File: config.mk
export PLATFORM = sky130hd
export DESIGN_NAME = uart_frame_reporter
export DESIGN_NICKNAME = d
export VERILOG_FILES = /design/src/rtl/uart_frame_reporter.sv
export SDC_FILE = /design/constraint.sdc
export NUM_CORES = 1
export LEC_CHECK = 0
export ABC_CLOCK_PERIOD_IN_PS = 4350
export CELL_PAD_IN_SITES_DETAIL_PLACEMENT = 0
export CELL_PAD_IN_SITES_GLOBAL_PLACEMENT = 2
export CORE_ASPECT_RATIO = 1.1
export CORE_MARGIN = 3
export CORE_UTILIZATION = 30
export DETAILED_ROUTE_END_ITERATION = 12
export GPL_TIMING_DRIVEN = 0
export HOLD_SLACK_MARGIN = 0.05
export PLACE_DENSITY_LB_ADDON = 0.1
export SYNTH_ARGS = -nofsm -noshare
export SYNTH_HDL_FRONTEND = slang
export SYNTH_SLANG_ARGS = --single-unit
File: constraint.sdc
create_clock -name i_clock -period 4.35 [get_ports i_clock]
set_input_delay 0.87 -clock i_clock [delete_from_list [all_inputs] [get_ports i_clock]]
set_output_delay 0.87 -clock i_clock [all_outputs]
set_load 0.01 [all_outputs]
File: src/rtl/uart_frame_reporter.sv
// uart_frame_reporter: snapshots CHANNELS words of DATA_W bits on a period tick or manual
// trigger and sends them as one 8N1 UART burst: header, sequence byte, data bytes (channel 0
// first, LSB first), then an optional XOR checksum byte.
// Optional feature macro: UART_FRAME_REPORTER_CHECKSUM_EN appends the checksum byte.
module uart_frame_reporter #(
    parameter int unsigned MAINCLOCK = 50000000,
    parameter int unsigned BAUDRATE  = 115200,
    parameter int unsigned DATA_W    = 64,
    parameter int unsigned CHANNELS  = 4,
    parameter int unsigned PERIOD    = 50000000,
    parameter logic [7:0]  HEADER    = 8'hA5
) (
    input  logic                         i_clock,
    input  logic                         i_reset,
    input  logic                         i_enable,
    input  logic                         i_trigger,
    input  logic [CHANNELS*DATA_W-1:0]   i_data,
    output logic                         o_busy,
    output logic                         o_done,
    output logic                         o_overrun,
    output logic [7:0]                   o_seq,
    output logic                         o_tx
);

    localparam int unsigned CLKS_PER_BIT = MAINCLOCK / BAUDRATE;
    localparam int unsigned DATA_BYTES   = CHANNELS * DATA_W / 8;
`ifdef UART_FRAME_REPORTER_CHECKSUM_EN
    localparam int unsigned CSUM_BYTES   = 1;
`else
    localparam int unsigned CSUM_BYTES   = 0;
`endif
    localparam int unsigned NBYTES       = 2 + DATA_BYTES + CSUM_BYTES;
    localparam int unsigned BAUD_W       = $clog2(CLKS_PER_BIT);
    localparam int unsigned BYTE_W       = $clog2(NBYTES);
    localparam int unsigned PER_W        = $clog2(PERIOD);

    localparam logic [BAUD_W-1:0] BAUD_LAST = BAUD_W'(CLKS_PER_BIT - 1);
    localparam logic [BYTE_W-1:0] BYTE_LAST = BYTE_W'(NBYTES - 1);
    localparam logic [PER_W-1:0]  PER_LAST  = PER_W'(PERIOD - 1);

    typedef enum logic [1:0] {StIdle, StStart, StData, StStop} state_e;

    state_e                       state_q, state_d;
    logic [BAUD_W-1:0]            baud_q, baud_d;
    logic [2:0]                   bit_q, bit_d;
    logic [BYTE_W-1:0]            byte_q, byte_d;
    logic [PER_W-1:0]             per_q, per_d;
    logic [CHANNELS*DATA_W-1:0]   shadow_q, shadow_d;
    logic [7:0]                   fseq_q, fseq_d;
    logic [7:0]                   seq_q, seq_d;
    logic                         tx_q, tx_d;
    logic                         done_q, done_d;
    logic                         overrun_q, overrun_d;

    logic       tick, req, baud_end, last_byte;
    logic [7:0] tx_byte;

    assign tick      = i_enable && (per_q == PER_LAST);
    assign req       = tick || i_trigger;
    assign baud_end  = (baud_q == BAUD_LAST);
    assign last_byte = (byte_q == BYTE_LAST);

    // State register
    always_ff @(posedge i_clock) begin
        if (i_reset) begin
            state_q <= StIdle;
        end else begin
            state_q <= state_d;
        end
    end

    // Next-state logic: one byte is START, eight DATA bits, STOP; bytes run back to back
    always_comb begin
        state_d = state_q;
        unique case (state_q)
            StIdle:  if (req) state_d = StStart;
            StStart: if (baud_end) state_d = StData;
            StData:  if (baud_end && bit_q == 3'd7) state_d = StStop;
            StStop:  if (baud_end) state_d = last_byte ? StIdle : StStart;
            default: state_d = StIdle;
        endcase
    end

    // Datapath registers: counters, snapshot, sequence and pulse flags
    always_ff @(posedge i_clock) begin
        if (i_reset) begin
            baud_q    <= '0;
            bit_q     <= '0;
            byte_q    <= '0;
            per_q     <= '0;
            shadow_q  <= '0;
            fseq_q    <= '0;
            seq_q     <= '0;
            tx_q      <= 1'b1;
            done_q    <= 1'b0;
            overrun_q <= 1'b0;
        end else begin
            baud_q    <= baud_d;
            bit_q     <= bit_d;
            byte_q    <= byte_d;
            per_q     <= per_d;
            shadow_q  <= shadow_d;
            fseq_q    <= fseq_d;
            seq_q     <= seq_d;
            tx_q      <= tx_d;
            done_q    <= done_d;
            overrun_q <= overrun_d;
        end
    end

    // Datapath next-state: period counter, baud/bit/byte counters, request capture
    always_comb begin
        per_d = per_q;
        if (i_enable) begin
            per_d = (per_q == PER_LAST) ? '0 : per_q + PER_W'(1);
        end

        baud_d = (state_q == StIdle || baud_end) ? '0 : baud_q + BAUD_W'(1);

        bit_d = bit_q;
        if (state_q == StStart) begin
            bit_d = '0;
        end else if (state_q == StData && baud_end) begin
            bit_d = bit_q + 3'd1;
        end

        byte_d = byte_q;
        if (state_q == StIdle) begin
            byte_d = '0;
        end else if (state_q == StStop && baud_end && !last_byte) begin
            byte_d = byte_q + BYTE_W'(1);
        end

        shadow_d = shadow_q;
        fseq_d   = fseq_q;
        if (state_q == StIdle && req) begin
            shadow_d = i_data;
            fseq_d   = seq_q;
        end

        done_d    = (state_q == StStop) && baud_end && last_byte;
        seq_d     = done_d ? seq_q + 8'd1 : seq_q;
        // A coincident tick and trigger is one request, so it can never overrun itself
        overrun_d = req && (state_q != StIdle);
    end

    // Output logic: pick the frame byte for the upcoming cycle and register the line level
    always_comb begin
        tx_byte = HEADER;
        if (byte_d == BYTE_W'(1)) begin
            tx_byte = fseq_q;
        end
        for (int unsigned i = 0; i < DATA_BYTES; i++) begin
            if (byte_d == BYTE_W'(i + 2)) begin
                tx_byte = shadow_q[i*8 +: 8];
            end
        end
`ifdef UART_FRAME_REPORTER_CHECKSUM_EN
        if (byte_d == BYTE_LAST) begin
            tx_byte = HEADER ^ fseq_q;
            for (int unsigned i = 0; i < DATA_BYTES; i++) begin
                tx_byte = tx_byte ^ shadow_q[i*8 +: 8];
            end
        end
`endif

        tx_d = 1'b1;
        unique case (state_d)
            StStart: tx_d = 1'b0;
            StData:  tx_d = tx_byte[bit_d];
            default: tx_d = 1'b1;
        endcase

        o_busy    = (state_q != StIdle);
        o_done    = done_q;
        o_overrun = overrun_q;
        o_seq     = seq_q;
        o_tx      = tx_q;
    end

endmodule

Yosys cells after proc, flatten, opt, wreduce, memory -nomap -nowiden. Index checks and enable logic that the tools add are counted.

Output and inout port bits: 12. Bits in registers: 321. Word-level logic and storage cells: 120. Input port bits: 260.

Multiplexer cells: 47. Add/subtract/negate cells: 5. Reductions and logical operators: 14. Equality and inequality tests: 42. Magnitude comparators: 1.

Operators with widths (number): $mux 8 (33); $eq 6x5->1 const B (16); $eq 6x4->1 const B (8); $add 26x1->26 const B (1); $eq 26x26->1 const B (1); $mux 26 (1); $eq 6x3->1 const B (4); $eq 6x6->1 const B (3); $eq 6x2->1 const B (2); $mux 6 (2); $add 9x1->9 const B (1); $eq 9x9->1 const B (1); $add 8x1->8 const B (1); $logic_and 1x1->1 (8); $mux 2 (4); $pmux 2 s4 (1); $add 6x1->6 const B (1); $eq 2x2->1 const B (3); $eq 6x1->1 const B (1); $mux 3 (2); $eq 2x1->1 const B (2); $lt 3x4->1 const B (1); $add 3x1->3 const B (1); $bmux 1 s3 (1); 8 further kinds (10).

Depth between registers and ports, before layout. Gate-level depths: netlist (run 1).

Depth in word-level cells: 42. Gate-level depth with buffers: 18. Gate-level depth less buffers: 13.

Least setup slack after synthesis (run 1). Ideal clock, no wire load.

Path type: register to register. Start point: register byte_q[1]. End point: register tx_q (netlist: o_tx). Path slack: 1.069 ns. Arrival: 3.153 ns. Clock period less this slack: 3.281 ns. Setup time: 0.128 ns. Data required time: 4.222 ns. Path buffers: 4. Stages on the path, launching flop included: 14. Cell sequence: dfxtp_1 clkbuf_1 inv_1 ha_1 clkbuf_1 or4_1 a21oi_1 clkbuf_1 buf_2 nor3_1 o31ai_1 a21oi_1 a211oi_1 o22ai_1.

Longest elaborated chain between the ends: 42.

Ends and longest elaborated chain: from (decl) (RTL line 46) `logic [BYTE_W-1:0] byte_q, byte_d;`; from (signal assigned) (RTL line 100) `byte_q <= byte_d;`; parallel branches: the longest is 41 deep, another holds $add 6x1->6; $pmux 1 s2 (*) (RTL line 168) `unique case (state_d)`; to (signal assigned) (RTL line 105) `tx_q <= tx_d;`; to (decl) (RTL line 51) `logic tx_q, tx_d;`.

Every way passes the cells marked *. The select of a mux whose other input is x is not followed. A chain may end at the register's enable or synchronous reset.

Worst setup path in the final report (run 1).
Start point: register baud_q[0]. End point: register tx_q (netlist: o_tx).

Longest elaborated chain between the ends: 42.

Ends and longest elaborated chain: from (decl) (RTL line 44) `logic [BAUD_W-1:0] baud_q, baud_d;`; from (signal assigned) (RTL line 98) `baud_q <= baud_d;`; $eq 9x9->1 (*) (RTL line 60) `assign baud_end = (baud_q == BAUD_LAST);`; $logic_and 1x1->1 (2 in a row) (RTL line 130) `end else if (state_q == StStop && baud_end && !last_byte) begin`; $mux 6 (RTL line 130); $mux 6 (RTL line 128) `if (state_q == StIdle) begin`; $eq 6x1->1 (RTL line 150) `if (byte_d == BYTE_W'(1)) begin`; $mux 8 (RTL line 150); $mux 8 (32 in a row) (RTL line 154) `if (byte_d == BYTE_W'(i + 2)) begin`; $bmux 1 s3 (RTL line 170) `StData: tx_d = tx_byte[bit_d];`; $mux 1 (not written as such) (RTL line 170); $pmux 1 s2 (*) (RTL line 168).

Every way passes the cells marked *; elsewhere a longest branch is shown, timed or not. The select of a mux whose other input is x is not followed.

==> metrics, run 1 <==
die area 52300 µm²; DR pass1 iterations 6; Final Cycle Share 0.974; CP endpoint o_tx; post-DP HPWL 53.9 mm; worst clock skew 0.00939 ns; GPL Wtd Cong 0.928; Die H 240 µm; Core Util, Final 0.414; worst hold slack 0.452 ns; initial DRC count 1519; vias in the first global route 15600; area delta synth->final 35.0%; Root Buffer clkbuf_16; CP Depth 15; crit path max fanout 10; met1 usage 0.357; critical path data arrival time 4.69 ns; die width 218 µm; register area share after synthesis 0.432; Post-layout nets 2568; Worst-path clk slew 0.06 ns; Top delay family on crit path compound AO/OA/AOI/OAI gates; core region area 48500 µm²; fmax 0.236 GHz; M2 GR Usage 0.420; Post-synth EDFFs 0; antenna violations before repair 0; CTS buffer count 39; CTS tree done; status finished, final reports clean; clock tree buffer depth 3; Cell Area, Synth 14900 µm²; met3 Usage GRT 0.0458; Mean Syn Cell Area 7.50 µm²; Slew Limit Fails 0; Vias per Instance 5.36; row cnt 84; PD cells 371 nW/µm²; Critical path origin baud_q[0]; Final setup viols 0; GR Overflow Total 0; Port Buffers 270; ant diodes 0; first-pass GRT wire length 102 mm; cell total after placement 2899; Post-Route WL 70.1 mm; worst path bufs/invs 3; actual slew at the worst max-slew pin 1.12 ns; crit start category register; main flop type after synthesis dfxtp_1; reg2reg end o_tx; layout cell share with drive strength beyond 1 0.0726; Max Cap Viol 0; crit-path cells ha_1 > and4b_1 > nand3_4 > buf_2 > o22ai_1 > and2_1 > buf_2 > clkbuf_4 > o221ai_1 > a22oi_1 > o2111ai_1 > o211a_1 > o21ai_0 > a211oi_1 > o22ai_1; CP required 4.81 ns; Reg2Reg Depth 15; Hold Path Class reg2reg; Top Ports 272; syn_nets 2252; Final Hold Viols 0; vias 15900; Final Cell Area 20100 µm²; Routed Antenna Nets 0; Residual DRC 0; initial core utilization 0.307; R2R Setup Slk 0.11 ns; synthesized flop and latch total 321; per-cell routed wire length 23.6 µm; minimum clock period 4.24 ns; dpl cell area 18400 µm²; P_leak 7.14 nW; Max transition margin 0.252; fillers 5095; final std cells w/o fill 2973; Peak VDD IR 0.206 mV; critical path's slowest cell dfxtp_1; reg-to-reg startpoint baud_q[0]; RSZ-0062 raised after global routing false; Crit path largest cell delay 0.43 ns; Clock Latency Late Sink 0.57 ns; gr busiest metal met2; largest net degree at the start of global routing 14; Mapped Cells 1984; Syn. warnings 0; WS Path Type reg2reg; Crit. End Element register; CTS HTree Levels 2; ys async rst share 0; GRT Resource Usage Total 0.261; number of library cell types mapped by synthesis 87; Clock Sink Count 321
cells in the mapped netlist, types with 6 or more instances:
cell | instances | area (µm²)
a211o_1 | 10 | 87.6
a211oi_1 | 14 | 105
a21oi_1 | 313 | 1570
a221oi_1 | 12 | 105
a222oi_1 | 7 | 70.1
a22oi_1 | 24 | 180
a32oi_1 | 6 | 52.6
and2_1 | 11 | 68.8
and3_1 | 13 | 81.3
and4_1 | 6 | 52.6
buf_1 | 6 | 22.5
buf_2 | 24 | 120
clkbuf_1 | 114 | 428
dfxtp_1 | 321 | 6430
ha_1 | 8 | 100
inv_1 | 13 | 48.8
nand2_1 | 598 | 2240
nand2b_1 | 9 | 56.3
nand3_1 | 37 | 185
nand4_1 | 15 | 93.8
nor2_1 | 112 | 420
nor3_1 | 15 | 75.1
nor4_1 | 11 | 68.8
o211ai_1 | 6 | 45.0
o21ai_0 | 49 | 245
o21ai_1 | 7 | 35.0
o221ai_1 | 17 | 149
o22ai_1 | 42 | 263
o32ai_1 | 6 | 52.6
or3_1 | 8 | 50.1
xnor2_1 | 12 | 105
xor2_1 | 29 | 254
area by class of cell:
| class | count | area (µm²) | area share |
|---|---|---|---|
| plain buffers | 147 | 658 | 0.0328 |
| clock buffers | 53 | 1130 | 0.0564 |
| clock inverters | 16 | 216 | 0.0108 |
| inverters | 14 | 53.8 | 0.00268 |
| multi-input cells | 1502 | 8040 | 0.400 |
| flip-flops and latches | 321 | 6430 | 0.320 |
| well taps | 645 | 807 | 0.0402 |
| repair buffers | 275 | 2740 | 0.137 |
metrics by stage:
step / setup TNS, ns / total power, mW / setup WS [ns]
finish: 0 / 7.45 / 0.112
global route: 0 / 7.71 / 0.00393
CTS: 0 / 7.51 / 0.00699
detailed placement: -3.77 / 4.04 / -0.851
global placement: -6.87 / 4.03 / -0.881
floorplan: 0 / 3.57 / 1.07
power breakdown:
| part | switching, mW | leakage, nW | internal, mW | total [mW] |
|---|---|---|---|---|
| sequential | 0.123 | 2.63 | 3.10 | 3.22 |
| combinational | 0.412 | 3.86 | 0.351 | 0.764 |
| clock | 1.35 | 0.658 | 2.12 | 3.47 |
tightest hold or removal path: cells and delay by family, from the launching register on:
family	cells	cell delay, ns
flops	1	0.30
simple gates	1	0.05
compound gates	1	0.05
state kept, by name, summed over array words and instances (netlist names):
name,flops
state_q,2
per_q,26
byte_q,6
shadow_q,256
o_done,1
fseq_q,8
bit_q,3
o_seq,8
baud_q,9
o_tx,1
o_overrun,1
worst min-delay path by stage:
| stage | cells after the start | startpoint | slack, ns | end |
|---|---|---|---|---|
| final | 2 | shadow_q[1] | 0.45 | shadow_q[1] |
| after global routing | 2 | shadow_q[1] | 0.47 | shadow_q[1] |
| after CTS | 2 | shadow_q[1] | 0.45 | shadow_q[1] |
| after detailed placement | 2 | shadow_q[1] | 0.45 | shadow_q[1] |
| after global placement | 2 | shadow_q[221] | 0.44 | shadow_q[221] |
| after floorplan | 2 | shadow_q[172] | 0.43 | shadow_q[172] |
routing by layer:
layer  share of wire  wire length (µm)  vias up
met5               0                 0        -
met4           0.033              2290        0
met3           0.067              4720      117
met2            0.45             31800      600
met1            0.45             31400     7648
li1                -                 -     7576
what timing repair did:
item | in CTS | in global routing
buffers inserted | 0 | 5
resized for setup | 45 | 47
hold buffers | 0 | 0
setup endpoints to repair | 1 | 1
endpoints found under the hold margin | 0 | 0
pin swaps | 1 | 4
cells by family (layout without fill, tap and decap cells):
kind of cell    after synthesis  count (layout)  share of synthesized area
mux                           5               5                    0.00345
fa+ha+maj                     8               8                    0.00673
simple gates                871             871                      0.251
compound gates              577             577                      0.239
flops                       321             321                      0.432
buf+inv                     161             505                     0.0439
xor+xnor                     41              41                     0.0241
cell usage in the layout, fill, tap and decap left out, types with 7 or more instances in the layout:
master	Yosys	layout
a211o_1	10	10
a211oi_1	14	11
a21oi_1	313	310
a221oi_1	12	10
a222oi_1	7	7
a22oi_1	24	24
and2_1	11	11
and3_1	13	13
buf_2	24	20
buf_4	1	11
clkbuf_1	114	108
clkbuf_16	0	41
clkbuf_4	0	10
clkdlybuf4s50_1	0	270
clkinv_2	0	8
dfxtp_1	321	321
ha_1	8	8
inv_1	13	13
nand2_1	598	597
nand2b_1	9	9
nand3_1	37	35
nand4_1	15	15
nor2_1	112	108
nor3_1	15	11
nor4_1	11	8
o21ai_0	49	47
o21ai_1	7	7
o221ai_1	17	17
o22ai_1	42	41
or3_1	8	8
xnor2_1	12	12
xor2_1	29	29
Power figures use the tool's default switching activity.
==> run 2, diff against run 1 <==
- CORE_ASPECT_RATIO: 1.1 -> 1.4
- CORE_MARGIN: 3 -> unset
==> run 2 against run 1 <==
  * Clock-buffer cell count is 9 lower
  * Cell area is 0.81% lower
  * Register-to-register slack worse by 0.07 ns
  * Critical path type unchanged
  * Highest routed layer unchanged
==> metrics, run 2 (synthesis gave the netlist of run 1 again) <==
minimum clock period 4.30 ns; Post-layout nets 2562; Max Cap Viol 0; most common cell after layout, fill and taps aside nand2_1; GRT Resource Usage Total 0.276; Max transition margin 0.158; dpl cell area 18400 µm²; most frequent cells in the layout nand2_1, dfxtp_1, a21oi_1; layout cell share with drive strength beyond 1 0.0715; Reg area 6430 µm²; initial DRC count 1245; critical path data arrival time 4.77 ns; CP Depth 15; Final Cycle Share 0.989; CP required 4.81 ns; Top Ports 272; GR Overflow Total 0; Reg2Reg Depth 15; worst clock skew 0.0228 ns; Largest regs shadow_q (256), per_q (26), baud_q (9); Vias per Instance 5.36; crit-path cells ha_1 > and4b_2 > nand3_2 > buf_2 > o22ai_1 > and2_1 > buf_2 > clkbuf_4 > o221ai_1 > a22oi_2 > o2111ai_1 > o211a_1 > o21ai_0 > a211oi_1 > o22ai_1; clock tree buffer depth 3; area delta synth->final 33.9%; RSZ-0062 raised after global routing false; CP endpoint o_tx; crit start category register; CTS tree done; final worst slack 0.0469 ns; P_leak 7.07 nW; fmax 0.232 GHz; critical path's slowest cell dfxtp_1; largest net degree at the start of global routing 14; CTS HTree Levels 2; hold buffers post-CTS 0; status finished, final reports clean; Worst-path clk slew 0.06 ns; Top reg by flops shadow_q; reg-to-reg startpoint baud_q[0]; WS Path Type reg2reg; Final Cell Area 19900 µm²; crit path max fanout 10; DR pass1 iterations 5; reg2reg end o_tx; setup tns final 0 ns; die width 190 µm; Core Util, Final 0.406; PD cells 362 nW/µm²; Total Power 7.22 mW; Peak VDD IR 0.289 mV; Die H 265 µm; die area 50500 µm²; first-pass GRT wire length 102 mm; Routed Antenna Nets 0; pre-CTS WS -0.928 ns; row cnt 96; Clock Latency Late Sink 0.57 ns; Post-Route WL 70.3 mm; Port Buffers 270; antenna violations before repair 0; vias in the first global route 15900; ant diodes 0; Root Buffer clkbuf_16; Final setup viols 0; actual slew at the worst max-slew pin 1.26 ns; max reg flops 256; R2R Setup Slk 0.05 ns; Residual DRC 0; worst path bufs/invs 3; Hold Path Class reg2reg; per-cell routed wire length 23.8 µm; Slew Limit Fails 0; Crit. End Element register; CTS buffer count 37; area of the multi-input gates 7990 µm²; Crit path largest cell delay 0.44 ns; Final Hold Viols 0; vias 15900; GPL Wtd Cong 0.925; post-DP HPWL 54.6 mm; initial core utilization 0.303; fillers 5188; Top delay family on crit path compound AO/OA/AOI/OAI gates; Clock Sink Count 321; Critical path origin baud_q[0]; core region area 49000 µm²
## run 2: cell types whose count changed in the layout (fill, tap and decap cells not counted), moves of 3 or more
cell       previous run  this run
clkbuf_16            41        37
nor2_1              108       111
buf_2                20        17
clkbuf_1            108       102
clkinv_2              8        11
## run 2: metrics by stage
step	hold WS [ns]	cells
6_report	0.455	2959
5_1_grt	0.473	2959
4_1_cts	0.454	2959
3_5_place_dp	0.446	2891
3_3_place_gp	0.441	2891
2_1_floorplan	0.432	1984
## run 2: area by class of cell
class,count,area share
Clock buffer,44,0.0498
Tap cell,637,0.0400
Timing Repair Buffer,271,0.136
Buffer,147,0.0342
Inverter,14,0.00270
Clock inverter,23,0.0129
Sequential cell,321,0.323
Multi-Input combinational cell,1502,0.401
## run 2: power breakdown
part / internal (mW) / switching, mW / total, mW
sequential: 3.10 / 0.129 / 3.23
combinational: 0.350 / 0.406 / 0.757
clock: 1.88 / 1.35 / 3.23
## run 2: worst min-delay path by stage
stage               slack, ns  cells after the start           from       endpoint
global route             0.47                      2  shadow_q[159]  shadow_q[159]
finish                   0.45                      2  shadow_q[214]  shadow_q[214]
CTS                      0.45                      2  shadow_q[100]  shadow_q[100]
floorplan                0.43                      2  shadow_q[172]  shadow_q[172]
detailed placement       0.45                      2  shadow_q[100]  shadow_q[100]
global placement         0.44                      2  shadow_q[208]  shadow_q[208]
## run 2: worst register-to-register path, stage by stage (launching register included)
cell and delay (ns):
dfxtp_1 0.44, ha_1 0.26, and4b_2 0.34, nand3_2 0.22
buf_2 0.28, o22ai_1 0.33, and2_1 0.17, buf_2 0.21
clkbuf_4 0.34, o221ai_1 0.21, a22oi_2 0.26, o2111ai_1 0.16
o211a_1 0.30, o21ai_0 0.29, a211oi_1 0.13, o22ai_1 0.26
## run 2: per-layer routing
| layer | part of all wire | GRT usage | routed length [µm] | up-vias |
|---|---|---|---|---|
| met4 | 0.050 | 0.133 | 3490 | 0 |
| met1 | 0.40 | 0.327 | 28100 | 7573 |
| met2 | 0.49 | 0.483 | 34700 | 594 |
| met3 | 0.057 | 0.0439 | 4010 | 147 |
| met5 | 0 | 0 | 0 | - |
| li1 | - | - | - | 7559 |
## run 2: timing repair
action                     CTS  global route
pin swaps                    1             1
setup buffers                1             0
gates resized for setup     62            30
setup endpoints to repair    1             6
